--- src/rtl/top3_stream_reader.sv ---
// ---------------------------------------------------------------------------
// top3_stream_reader
//
// Snapshot reader for the top-3 tracker. On a snapshot request in IDLE it
// captures the tracker's three result registers (largest first), pulses
// clear_req so the tracker starts a new window, and then streams the
// non-empty captured entries over a valid/ready master interface, marking
// the final beat with m_last. If every captured slot is empty, a single
// marker beat (m_data = EMPTY_VAL, m_index = 3, m_last = 1) is sent.
//
// Ports:
//   clk           clock, rising edge
//   reset         asynchronous, active-high reset
//   snap_req      snapshot request (pulse or level), accepted only when idle
//   res_0..res_2  tracker results: third-largest, second-largest, largest
//   clear_req     one-cycle pulse asking the tracker to clear its window
//   busy          high from capture until the last beat is accepted
//   m_valid       beat valid
//   m_ready       downstream accepts beat
//   m_data        captured value of the current beat
//   m_index       rank of the beat (0 = largest .. 2), 3 = empty-frame marker
//   m_last        final beat of the frame
//   dropped_snaps saturating count of snap_req cycles seen while busy
// ---------------------------------------------------------------------------
module top3_stream_reader #(
  parameter int                 DATA_W    = 32,
  parameter logic [DATA_W-1:0]  EMPTY_VAL = 32'h8000_0000
) (
  input  logic              clk,
  input  logic              reset,
  input  logic              snap_req,
  input  logic [DATA_W-1:0] res_0,
  input  logic [DATA_W-1:0] res_1,
  input  logic [DATA_W-1:0] res_2,
  output logic              clear_req,
  output logic              busy,
  output logic              m_valid,
  input  logic              m_ready,
  output logic [DATA_W-1:0] m_data,
  output logic [1:0]        m_index,
  output logic              m_last,
  output logic [7:0]        dropped_snaps
);

  typedef enum logic [0:0] {
    ST_IDLE = 1'b0,
    ST_SEND = 1'b1
  } state_e;

  state_e            state_q, state_d;
  logic [DATA_W-1:0] buf_q [3];
  logic [DATA_W-1:0] buf_d [3];
  logic [2:0]        mask_q, mask_d;
  logic              clear_q, clear_d;
  logic [7:0]        dropped_q, dropped_d;

  // Rank of the beat on offer and what would remain after it is taken.
  logic [1:0]        rank_s;
  logic [2:0]        remain_s;
  logic              handshake_s;

  // State, capture buffer, mask, clear pulse and drop counter registers.
  always_ff @(posedge clk or posedge reset) begin
    if (reset) begin
      state_q   <= ST_IDLE;
      buf_q[0]  <= '0;
      buf_q[1]  <= '0;
      buf_q[2]  <= '0;
      mask_q    <= 3'b000;
      clear_q   <= 1'b0;
      dropped_q <= 8'd0;
    end else begin
      state_q   <= state_d;
      buf_q[0]  <= buf_d[0];
      buf_q[1]  <= buf_d[1];
      buf_q[2]  <= buf_d[2];
      mask_q    <= mask_d;
      clear_q   <= clear_d;
      dropped_q <= dropped_d;
    end
  end

  // Lowest set mask bit is the next beat; rank 3 means the frame was empty.
  always_comb begin
    rank_s   = 2'd3;
    remain_s = 3'b000;
    if (mask_q[0]) begin
      rank_s   = 2'd0;
      remain_s = mask_q & 3'b110;
    end else if (mask_q[1]) begin
      rank_s   = 2'd1;
      remain_s = mask_q & 3'b100;
    end else if (mask_q[2]) begin
      rank_s   = 2'd2;
      remain_s = 3'b000;
    end else begin
      rank_s   = 2'd3;
      remain_s = 3'b000;
    end
  end

  // Output decode: every output is derived from registered state only.
  always_comb begin
    busy          = 1'b0;
    m_valid       = 1'b0;
    m_data        = '0;
    m_index       = 2'd0;
    m_last        = 1'b0;
    clear_req     = clear_q;
    dropped_snaps = dropped_q;
    case (state_q)
      ST_SEND: begin
        busy    = 1'b1;
        m_valid = 1'b1;
        m_index = rank_s;
        m_last  = (remain_s == 3'b000);
        case (rank_s)
          2'd0:    m_data = buf_q[0];
          2'd1:    m_data = buf_q[1];
          2'd2:    m_data = buf_q[2];
          default: m_data = EMPTY_VAL;
        endcase
      end
      default: begin
        busy    = 1'b0;
        m_valid = 1'b0;
      end
    endcase
  end

  assign handshake_s = m_valid && m_ready;

  // Next-state logic: capture on request in IDLE, retire beats in SEND.
  always_comb begin
    state_d   = state_q;
    buf_d[0]  = buf_q[0];
    buf_d[1]  = buf_q[1];
    buf_d[2]  = buf_q[2];
    mask_d    = mask_q;
    clear_d   = 1'b0;
    dropped_d = dropped_q;
    case (state_q)
      ST_IDLE: begin
        if (snap_req) begin
          buf_d[0]  = res_2;
          buf_d[1]  = res_1;
          buf_d[2]  = res_0;
          mask_d[0] = (res_2 != EMPTY_VAL);
          mask_d[1] = (res_1 != EMPTY_VAL);
          mask_d[2] = (res_0 != EMPTY_VAL);
          clear_d   = 1'b1;
          state_d   = ST_SEND;
        end else begin
          state_d = ST_IDLE;
        end
      end
      ST_SEND: begin
        if (handshake_s) begin
          mask_d = remain_s;
          if (remain_s == 3'b000) begin
            state_d = ST_IDLE;
          end else begin
            state_d = ST_SEND;
          end
        end else begin
          state_d = ST_SEND;
        end
      end
      default: begin
        state_d = ST_IDLE;
      end
    endcase
    // Requests are dropped on every busy cycle, including the final beat.
    if (snap_req && busy && (dropped_q != 8'hFF)) begin
      dropped_d = dropped_q + 8'd1;
    end else begin
      dropped_d = dropped_q;
    end
  end

endmodule

--- config.mk ---
export PLATFORM = sky130hd
export DESIGN_NAME = top3_stream_reader
export DESIGN_NICKNAME = d
export VERILOG_FILES = /design/src/rtl/top3_stream_reader.sv
export SDC_FILE = /design/constraint.sdc
export NUM_CORES = 1
export LEC_CHECK = 0
export BUFFER_PORTS_ARGS = -buffer_cell sky130_fd_sc_hd__buf_2
export CELL_PAD_IN_SITES_DETAIL_PLACEMENT = 0
export CELL_PAD_IN_SITES_GLOBAL_PLACEMENT = 1
export CORE_MARGIN = 4
export CORE_UTILIZATION = 44
export DETAILED_ROUTE_END_ITERATION = 7
export GPL_TIMING_DRIVEN = 0
export PLACE_DENSITY = 0.85
export SYNTH_ARGS = -nofsm -noshare
export SYNTH_HDL_FRONTEND = slang
export SYNTH_SLANG_ARGS = --single-unit
--- constraint.sdc ---
create_clock -name clk -period 8.04 [get_ports clk]
set_clock_uncertainty 0.05 [all_clocks]
set_input_delay 1.608 -clock clk [delete_from_list [all_inputs] [get_ports clk]]
set_output_delay 1.608 -clock clk [all_outputs]
set_load 0.02 [all_outputs]
# --- After elaboration in Yosys (flattened, before gate mapping) ---
# Index checks and enable logic that the tools add are counted.
word_totals:
  register_bits: 109
  input_bits: 100
op_classes:
  addsub: 1
  n_eq_ne: 8
  n_mux: 18
  n_bitwise: 1
  reduce_logical: 7
op_table:
  columns: ["cell", "count"]
  rows:
  - ["!= test 32 bit (second input constant)", 3]
  - ["case mux 32 bit (3 select lines)", 1]
  - ["2-to-1 mux 32 bit", 1]
  - ["2-to-1 mux 3 bit", 4]
  - ["adder 8 x 1 -> 8 bit (second input constant)", 1]
  - ["!= test 8 bit (second input constant)", 1]
  - ["2-to-1 mux 1 bit", 7]
  - ["2-to-1 mux 2 bit", 3]
  - ["case mux 3 bit (2 select lines)", 1]
  - ["AND reduction 2 bit", 2]
  - ["logical AND 1 bit", 3]
  - ["logical NOT 3 bit", 1]
  - ["== test 2 x 1 -> 1 bit (second input constant)", 1]
  - ["== test 2 bit (second input constant)", 1]
  - ["logical NOT 2 bit", 1]
  - ["!= test 2 x 1 -> 1 bit (second input constant)", 1]
  - ["!= test 2 bit (second input constant)", 1]
  - ["case mux 1 bit (2 select lines)", 1]
  - ["inverter 1 bit", 1]

# --- Depth between registers and ports, before layout ---
# Gate-level depths: netlist of the first run.
logic_depth:
  word_depth: 6
  depth_mapped: 7
  depth_no_buf: 5

# --- Worst setup path after synthesis of the first run ---
# OpenSTA, ideal clock, no wires.
synth_path:
  path_type: "reg-to-output"
  startpoint: "reg mask_q[0]"
  endpoint: "out m_index[0]"
  arrival_ns: 1.395
  t_required_ns: 6.382
  path_slack_ns: 4.987
  stages_incl_launch_ff: 5
  path_cell_list: "dfrtp_1 > buf_2 > buf_2 > buf_1 > nor3b_1"
synth_via:
  elab_chain_len: 2
synth_rtl:
  columns: ["item", "line_no", "source"]
  rows:
  - ["from (decl)", "53", "logic [2:0] mask_q, mask_d;"]
  - ["from (signal assigned)", "77", "mask_q <= mask_d;"]
  - ["2-to-1 mux 2 bit", "87", "if (mask_q[0]) begin"]
  - ["2-to-1 mux 2 bit", "111", "case (state_q)"]
  - ["to (decl)", "40", "output logic [1:0] m_index,"]
# No other way between the ends.

# --- Final worst setup path of the first run ---
layout_path:
  startpoint: "reg mask_q[0]"
  endpoint: "out m_data[15]"
layout_via:
  elab_chain_len: 4
  elab_cells_between_ends: 6
  classes_between: "eq/ne (2); mux (3); reduce/logical (1)"
layout_rtl:
  columns: ["item", "line_no", "source"]
  rows:
  - ["2-to-1 mux 2 bit *", "87", null]
  - ["== test 2 bit, or another cell as far along", "117", "case (rank_s)"]
  - ["case mux 32 bit (3 select lines) *", "117", null]
  - ["2-to-1 mux 32 bit *", "111", null]
  - ["to (decl)", "39", "output logic [DATA_W-1:0] m_data,"]
# Mark *: on every way between the ends. The rest lies on a longest branch, timed or not.

==> results of run 1 <==
[final cells by class]
type	count	area share
multi-input cells	332	0.364
inverters	2	0.00153
clock inverters	2	0.00917
flip-flops and latches	109	0.417
plain buffers	36	0.0296
well taps	143	0.0273
clock buffers	11	0.0371
repair buffers	146	0.115
[metal layers]
metal  share of wire  GRT usage  vias to the layer above
li1                -          -                     2018
met4           0.020     0.0769                        0
met5               0          0                        -
met2            0.49      0.365                      155
met3           0.057     0.0442                       22
met1            0.43      0.286                     2128
[cell usage in the layout (no fill, tap or decap), drive strengths merged, types with 3 or more instances in the layout]
cell    instances
o21ai           3
xnor2           6
nand2          41
mux2           96
a21oi          66
dfrtp         109
nor2           35
and3            3
buf           173
nand3b         31
clkbuf         20
nor4           19
nand4           8
nor4b           3
[stage by stage]
stage	hold WS (ns)	total power [mW]	worst slack, ns	instance area [µm²]	std cells
after floorplan	0.421	1.92	3.51	5310	479
after global placement	0.420	2.30	2.27	6220	767
after detailed placement	0.446	2.35	4.66	6250	768
after CTS	0.461	2.82	4.29	6550	781
after global routing	0.476	2.99	4.21	6550	781
final	0.457	2.80	4.30	6550	781
[kinds of logic after synthesis]
kind of cell / count (synthesis) / synth area share
simple gates: 152 / 0.151
flops: 109 / 0.514
mux: 97 / 0.205
compound gates: 75 / 0.0777
buf+inv: 38 / 0.0379
xor+xnor: 7 / 0.0115
fa+ha+maj: 1 / 0.00236
[worst reg2reg max path: cells and delay by family (launching register included)]
kind / cells / cell delay [ns]
AOI/OAI and AO/OA: 1 / 0.09
buffers and inverters: 1 / 0.19
DFF: 1 / 0.41
and+or+nand+nor: 3 / 0.93
[worst max path at each step]
stage | start | cells past startpoint | slack (ns) | endpoint
after detailed placement | mask_q[1] | 5 | 4.66 | m_data[15]
after global placement | reset | 2 | 2.27 | clear_req
after global routing | mask_q[1] | 5 | 4.21 | m_data[15]
after floorplan | reset | 1 | 3.51 | buf_q[0]
after CTS | mask_q[1] | 5 | 4.29 | m_data[15]
final | mask_q[0] | 5 | 4.30 | m_data[15]
[synth_stat cells (all sizes together)]
library cell and count:
dfrtp 109, mux2 96, a21oi 66, nand2 41, nor2 35, nand3b 31, buf 27, nor4 19
clkbuf 9, nand4 8, xnor2 6, and3 3, nor4b 3, o21ai 3, inv 2, nand3 2
nor2b 2, nor3 2, nor3b 2, o21a 2, or3 2, a211o 1, a41oi 1, and2 1
ha 1, mux2i 1, nand2b 1, o31ai 1, o32ai 1, xor2 1
[report_power, final]
part	total [mW]	internal [mW]	switching [mW]
clock	0.471	0.277	0.194
combinational	1.36	0.588	0.774
sequential	0.969	0.822	0.147
total	2.80	1.69	1.11
[registers in the layout, summed over array words and instances, names as in the netlist]
signal,count
mask_q,3
state_q,1
buf_q,96
dropped_snaps,8
clear_req,1
==> results.py, run 1 <==
metrics = {
    "global_routing": {
        "antenna_found_initial": 0,
        "track_usage": 0.220,
        "grt_overflow_total": 0,
        "grt_max_degree": 57,
        "grt_pass1_vias": 4645,
        "grt_pass1_wl_um": 24100,
    },
    "placement": {
        "hpwl_um": 11300,
        "port-buffer-count": 145,
        "globalplace.congestion": 0.831,
    },
    "timing": {
        "rsz0062_at_grt": "no",
        "worst_pin_slew_ns": 0.700,
        "setup_viol": 0,
        "setup_tns_ns": 0,
        "finalCriticalPeriod_ns": 3.74,
        "finalCritPeriodShare": 0.465,
        "maxSlewViolCount": 0,
        "fmax_ghz": 0.267,
        "maxSlewHeadroom": 0.533,
        "hold_violations": 0,
    },
    "pwr": {
        "peakVddDrop_mv": 0.156,
        "p_per_area_mw_per_mm2": 428,
        "leakagePower_nw": 2.98,
    },
    "flow_run": {
        "cap_violations": 0,
    },
    "finish": {
        "seq_area_mm2": 0.00273,
        "multiInputGateArea_mm2": 0.00238,
        "drive_above_1_share": 0.440,
        "diodes": 0,
        "postLayoutCoreUtil": 0.564,
        "fin_nets": 737,
        "syn_to_final_growth_pct": 23.3,
        "fillers": 1048,
    },
    "cts": {
        "postCtsHoldBufs": 0,
        "post_cts_buffers": 0,
        "clk_latency_ns": 0.35,
        "root_buffer": "clkbuf_16",
        "cts_buffers": 9,
        "cts_tree": "done",
        "cts_num_sinks": 109,
        "cts_resized": 0,
        "max-clock-path-buffers": 2,
        "clk_pin_slew_ns": 0.07,
        "htree_levels": 3,
    },
    "die": {
        "die_h_um": 118,
        "ios": 146,
        "rows": 39,
        "floorplan.initialDensity": 0.457,
        "coreArea_mm2": 0.0116,
        "die_w_um": 118,
        "fp.dieArea_mm2": 0.0139,
    },
    "detailed_routing": {
        "vias": 4323,
        "drt_iter0_drc": 217,
        "viasPerCell": 5.54,
        "drc": 0,
        "wirelength_um": 15000,
        "antenna_left": 0,
        "post_drt_wl_per_cell_um": 19.2,
        "firstDrtPassIters": 5,
    },
    "synth": {
        "syn-num-nets": 580,
        "netlist_area_mm2": 0.00531,
        "yosys-top-cells-area": "dfrtp_1 (51%), mux2_2 (20%), a21oi_1 (6.2%)",
        "post_synth.cell_area_avg_um2": 11.1,
        "seq_area_frac_synth": 0.514,
        "ys_seq_elements": 109,
        "yosys.area.top_type": "dfrtp_1",
        "yosysTopAreaCellShare": 0.514,
        "netlist_instances": 479,
        "ys.warnings.count": 0,
        "synth.distinct_cells": 33,
    },
    "critical_path": {
        "cp_num_buf_inv": 3,
        "critPathMaxFanout": 10,
        "r2r-end": "mask_q[2]",
        "cpMaxStageDelayCell": "o31ai_1",
        "cpLargestDelayFamily": "buffers and inverters",
        "reg2reg_slack_ns": 6.24,
        "path_cells": "buf_2 > o31ai_1 > buf_2 > nor2_1 > buf_2",
        "arrival_ns": 2.08,
        "crit_required_ns": 6.38,
        "reg2reg_depth": 5,
        "end_kind": "output pin",
        "crit_path_start_kind": "register",
        "cpMostUsedCell": "buf_2",
        "cpPeakStageDelay_ns": 0.57,
        "r2r-start": "state_q",
        "worst-setup-path-type": "reg2out",
    },
    "hold_path": {
        "whs_path_depth": 1,
        "hp-class": "reg2reg",
        "hold_end": "buf_q[49]",
        "worstHoldStart": "buf_q[49]",
    },
    "outcome": {
        "status": "completed",
    },
}
No activity file was read; power rests on OpenSTA's default activity.
==> run 2, diff against run 1 <==
- CORE_UTILIZATION: 44 -> 41
- PLACE_DENSITY: 0.85 -> 0.8
- clock period: 8.04 -> 3.67 ns (I/O delays scaled with it)
==> run 2 against run 1 <==
  * Flip-flop and latch count did not move
  * Hold slack worse by 0.0063 ns
  * Worst setup slack got worse by 3.5 ns
  * Combinational power rose by 120%
  * Utilization fell by 4.3 points
  * Critical path depth did not move
==> results.py, run 2 (synthesis gave the netlist of run 1 again) <==
metrics = {
    "critical_path": {
        "cpLargestDelayFamily": "buffers and inverters",
        "r2r-end": "dropped_snaps[1]",
        "crit_path_start_kind": "register",
        "critPathLaunch": "mask_q[0]",
        "reg2reg_slack_ns": 1.90,
        "reg2reg_depth": 4,
        "r2r-start": "dropped_snaps[0]",
        "arrival_ns": 2.08,
        "path_cells": "buf_2 > o31ai_1 > buf_2 > nor2_1 > buf_2",
        "critPathMaxFanout": 10,
        "end_kind": "output pin",
        "cpPeakStageDelay_ns": 0.55,
        "cp_num_buf_inv": 3,
        "cpMaxStageDelayCell": "o31ai_1",
        "crit_required_ns": 2.89,
        "cpMostUsedCell": "buf_2",
        "worst-setup-path-type": "reg2out",
    },
    "die": {
        "coreArea_mm2": 0.0127,
        "die_w_um": 122,
        "die_h_um": 122,
        "floorplan.initialDensity": 0.419,
        "fp.dieArea_mm2": 0.0148,
        "rows": 41,
        "ios": 146,
    },
    "timing": {
        "rsz0062_at_grt": "no",
        "finalCriticalPeriod_ns": 2.86,
        "setup_viol": 0,
        "maxSlewHeadroom": 0.516,
        "maxSlewViolCount": 0,
        "fmax_ghz": 0.349,
        "finalCritPeriodShare": 0.781,
        "hold_violations": 0,
        "worst_pin_slew_ns": 0.716,
        "holdWs_ns": 0.450,
    },
    "finish": {
        "regMostFlops": "buf_q",
        "drive_above_1_share": 0.442,
        "layout_common_cells": "buf_2 (159), dfrtp_1 (109), mux2_2 (96)",
        "final_area_mm2": 0.00660,
        "largest_reg_flops": 96,
        "multiInputGateArea_mm2": 0.00238,
        "seq_area_mm2": 0.00273,
        "fin_cells": 813,
        "postLayoutCoreUtil": 0.521,
        "fin_nets": 737,
        "fillers": 1217,
        "syn_to_final_growth_pct": 24.3,
        "final_common_cell": "buf_2",
    },
    "placement": {
        "hpwl_um": 11600,
        "place_inst": 797,
        "port-buffer-count": 145,
        "dpl-instance-area_mm2": 0.00628,
        "globalplace.congestion": 0.827,
    },
    "cts": {
        "postCtsHoldBufs": 0,
        "cts_tree": "done",
        "clk_latency_ns": 0.35,
        "cts_resized": 0,
        "clk_pin_slew_ns": 0.07,
        "cts_buffers": 9,
        "post_cts_buffers": 0,
        "max-clock-path-buffers": 2,
        "htree_levels": 3,
        "root_buffer": "clkbuf_16",
        "cts_num_sinks": 109,
    },
    "pwr": {
        "finalPower_mw": 6.16,
        "leakagePower_nw": 2.98,
        "p_per_area_mw_per_mm2": 933,
        "peakVddDrop_mv": 0.445,
    },
    "global_routing": {
        "grt_pass1_vias": 4399,
        "antenna_found_initial": 1,
        "grt_overflow_total": 0,
        "grt_pass1_wl_um": 23200,
        "grt_max_degree": 57,
        "track_usage": 0.208,
    },
    "detailed_routing": {
        "post_drt_wl_per_cell_um": 18.7,
        "dr.max_layer_used": "met4",
        "wl_met2_um": 7500,
        "viasPerCell": 5.25,
        "wl_met3_um": 820,
        "drt_iter0_drc": 169,
        "wirelength_um": 15200,
        "drc": 0,
        "vias": 4267,
        "drt-met1-wl_um": 6690,
        "firstDrtPassIters": 4,
        "antenna_left": 0,
    },
    "flow_run": {
        "cap_violations": 0,
    },
    "hold_path": {
        "hp-class": "in2async",
    },
    "outcome": {
        "status": "completed",
    },
}
==> run 2: power by group <==
part,internal [mW],switching [mW]
clock network,0.612,0.429
registers,1.80,0.322
logic,1.29,1.71
total,3.70,2.46
==> run 2: layout make-up <==
class                   instances  share of cell area
flip-flops and latches        109               0.413
multi-input cells             332               0.361
repair buffers                146               0.114
clock buffers                  11              0.0368
well taps                     172              0.0326
plain buffers                  36              0.0294
clock inverters                 4              0.0110
inverters                       2             0.00152
diodes                          1            0.000379
==> run 2: per-stage QoR <==
step                      setup slack [ns]  setup TNS, ns
after detailed placement              1.18              0
after floorplan                     0.0121              0
after CTS                            0.788              0
final                                0.805              0
after global routing                 0.626              0
after global placement               -1.23        -133.24
==> run 2: per-layer routing <==
| layer | GRT usage | vias to the layer above |
|---|---|---|
| met1 | 0.276 | 2126 |
| met4 | 0.0546 | 0 |
| li1 | - | 2012 |
| met2 | 0.343 | 112 |
| met5 | 0 | - |
| met3 | 0.0520 | 17 |
==> run 2: worst max path at each step <==
stage / depth (start not counted) / endpoint
after CTS: 5 / m_data[14]
after global routing: 6 / m_data[15]
after detailed placement: 5 / m_data[14]
final: 5 / m_data[14]
after global placement: 2 / clear_req
after floorplan: 1 / buf_q[0]
==> run 3, diff against run 2 <==
- clock period: 3.67 -> 2.7 ns (I/O delays scaled with it)
==> run 3 against run 2 <==
  * Cell area is essentially flat
  * Flip-flop and latch count is the same
  * Worst setup slack lost 0.62 ns
  * Highest routed layer unchanged
  * Sequential share of layout area is essentially flat
  * Combinational power grew 36%
  * First-iteration DRC count grew 24%
  * Clock-buffer cell count shrank 1
  * Final cell count grew 0.12%
  * Wire length shrank 0.84%
  * Non-clock buffer count grew 1
  * Critical endpoint is now m_data[12]
  * Total power grew 34%
  * Die area is the same
==> results.py, run 3 (synthesis gave the netlist of run 1 again) <==
metrics = {
    "die": {
        "die_h_um": 122,
        "coreArea_mm2": 0.0127,
        "ios": 146,
        "die_w_um": 122,
        "fp.dieArea_mm2": 0.0148,
        "floorplan.initialDensity": 0.419,
        "rows": 41,
    },
    "cts": {
        "clk_pin_slew_ns": 0.07,
        "cts_tree": "done",
        "clk_latency_ns": 0.34,
        "max-clock-path-buffers": 2,
        "post_cts_buffers": 0,
        "postCtsHoldBufs": 0,
        "htree_levels": 3,
        "root_buffer": "clkbuf_16",
        "cts_buffers": 9,
        "cts_num_sinks": 109,
    },
    "placement": {
        "globalplace.congestion": 0.846,
        "port-buffer-count": 145,
        "hpwl_um": 11600,
    },
    "detailed_routing": {
        "viasPerCell": 5.27,
        "dr.max_layer_used": "met4",
        "firstDrtPassIters": 4,
        "drc": 0,
        "wirelength_um": 15100,
        "post_drt_wl_per_cell_um": 18.5,
        "vias": 4291,
        "drt_iter0_drc": 209,
        "antenna_left": 0,
        "wl_met3_um": 760,
        "drt-met1-wl_um": 6740,
        "wl_met2_um": 7430,
    },
    "timing": {
        "finalCritPeriodShare": 0.930,
        "maxSlewViolCount": 0,
        "holdWs_ns": 0.277,
        "setup_viol": 0,
        "fmax_ghz": 0.398,
        "worst_pin_slew_ns": 0.790,
        "hold_violations": 0,
        "finalCriticalPeriod_ns": 2.51,
        "rsz0062_at_grt": "yes",
        "maxSlewHeadroom": 0.472,
    },
    "global_routing": {
        "grt_max_degree": 44,
        "grt_pass1_vias": 4435,
        "grt_pass1_wl_um": 23300,
        "antenna_found_initial": 1,
        "track_usage": 0.208,
        "grt_overflow_total": 0,
    },
    "critical_path": {
        "critPathLaunch": "mask_q[1]",
        "arrival_ns": 1.92,
        "crit_required_ns": 2.11,
        "r2r-start": "dropped_snaps[0]",
        "crit_path_start_kind": "register",
        "end_kind": "output pin",
        "worst-setup-path-type": "reg2out",
        "critPathMaxFanout": 10,
    },
    "finish": {
        "regMostFlops": "buf_q",
        "drive_above_1_share": 0.448,
        "syn_to_final_growth_pct": 24.2,
        "fin_nets": 738,
        "fillers": 1231,
        "largest_reg_flops": 96,
        "final_common_cell": "buf_2",
        "layout_common_cells": "buf_2 (157), dfrtp_1 (109), mux2_2 (96)",
    },
    "pwr": {
        "p_per_area_mw_per_mm2": 1250,
        "peakVddDrop_mv": 0.541,
        "finalPower_mw": 8.25,
        "leakagePower_nw": 2.98,
    },
    "outcome": {
        "status": "completed",
    },
    "hold_path": {
        "hp-class": "in2async",
    },
    "flow_run": {
        "cap_violations": 0,
    },
}
## run 3: final timing paths
kind	to	slack, ns	depth (start not counted)
max reg2reg	dropped_snaps[1]	0.96	4
min reg2reg	dropped_snaps[4]	0.44	1
min in group clk	state_q	0.32	2
max	m_data[12]	0.19	7
max in group asynchronous	buf_q[12]	1.64	3
min	dropped_snaps[5]	0.28	2
## run 3: cell type report
| type | count | area, µm² | area share |
|---|---|---|---|
| flip-flops and latches | 109 | 2730 | 0.414 |
| multi-input cells | 332 | 2390 | 0.362 |
| repair buffers | 147 | 766 | 0.116 |
| clock buffers | 10 | 229 | 0.0347 |
| well taps | 172 | 215 | 0.0326 |
| plain buffers | 36 | 203 | 0.0307 |
| clock inverters | 4 | 51.3 | 0.00778 |
| inverters | 2 | 11.3 | 0.00171 |
| diodes | 2 | 5.00 | 0.000759 |
## run 3: layer usage
layer	up-vias	GRT usage
li1	2017	-
met1	2157	0.283
met2	110	0.343
met3	7	0.0390
met4	0	0.0539
met5	-	0
## run 3: metrics by stage
stage	setup TNS [ns]	util	instance area (µm²)	setup WS, ns	cells
after global placement	0	0.494	6260	0.0848	796
after global routing	-0.0554	0.520	6590	-0.0209	813
after floorplan	0	-	5320	0.715	479
final	0	0.520	6600	0.190	814
after CTS	0	0.519	6580	0.0696	812
after detailed placement	0	0.497	6300	0.372	798
## run 3: power breakdown
group	leakage [nW]	total, mW	switching, mW	internal [mW]
Sequential	1.29	2.88	0.437	2.45
Clock	0.134	1.29	0.578	0.710
Combinational	1.56	4.08	2.31	1.77
## run 3: worst max-delay path: stages, from the launching register on
cell	delay [ns]
dfrtp_1	0.31
buf_2	0.20
clkbuf_1	0.43
nand2_1	0.10
a21oi_1	0.17
a21oi_1	0.07
nor2_1	0.12
buf_2	0.18
## run 3: repair_timing
item                                    4_1_cts  5_1_grt
gates resized for setup                       1        7
pin swaps                                     0        0
endpoints found under the setup margin       10       26
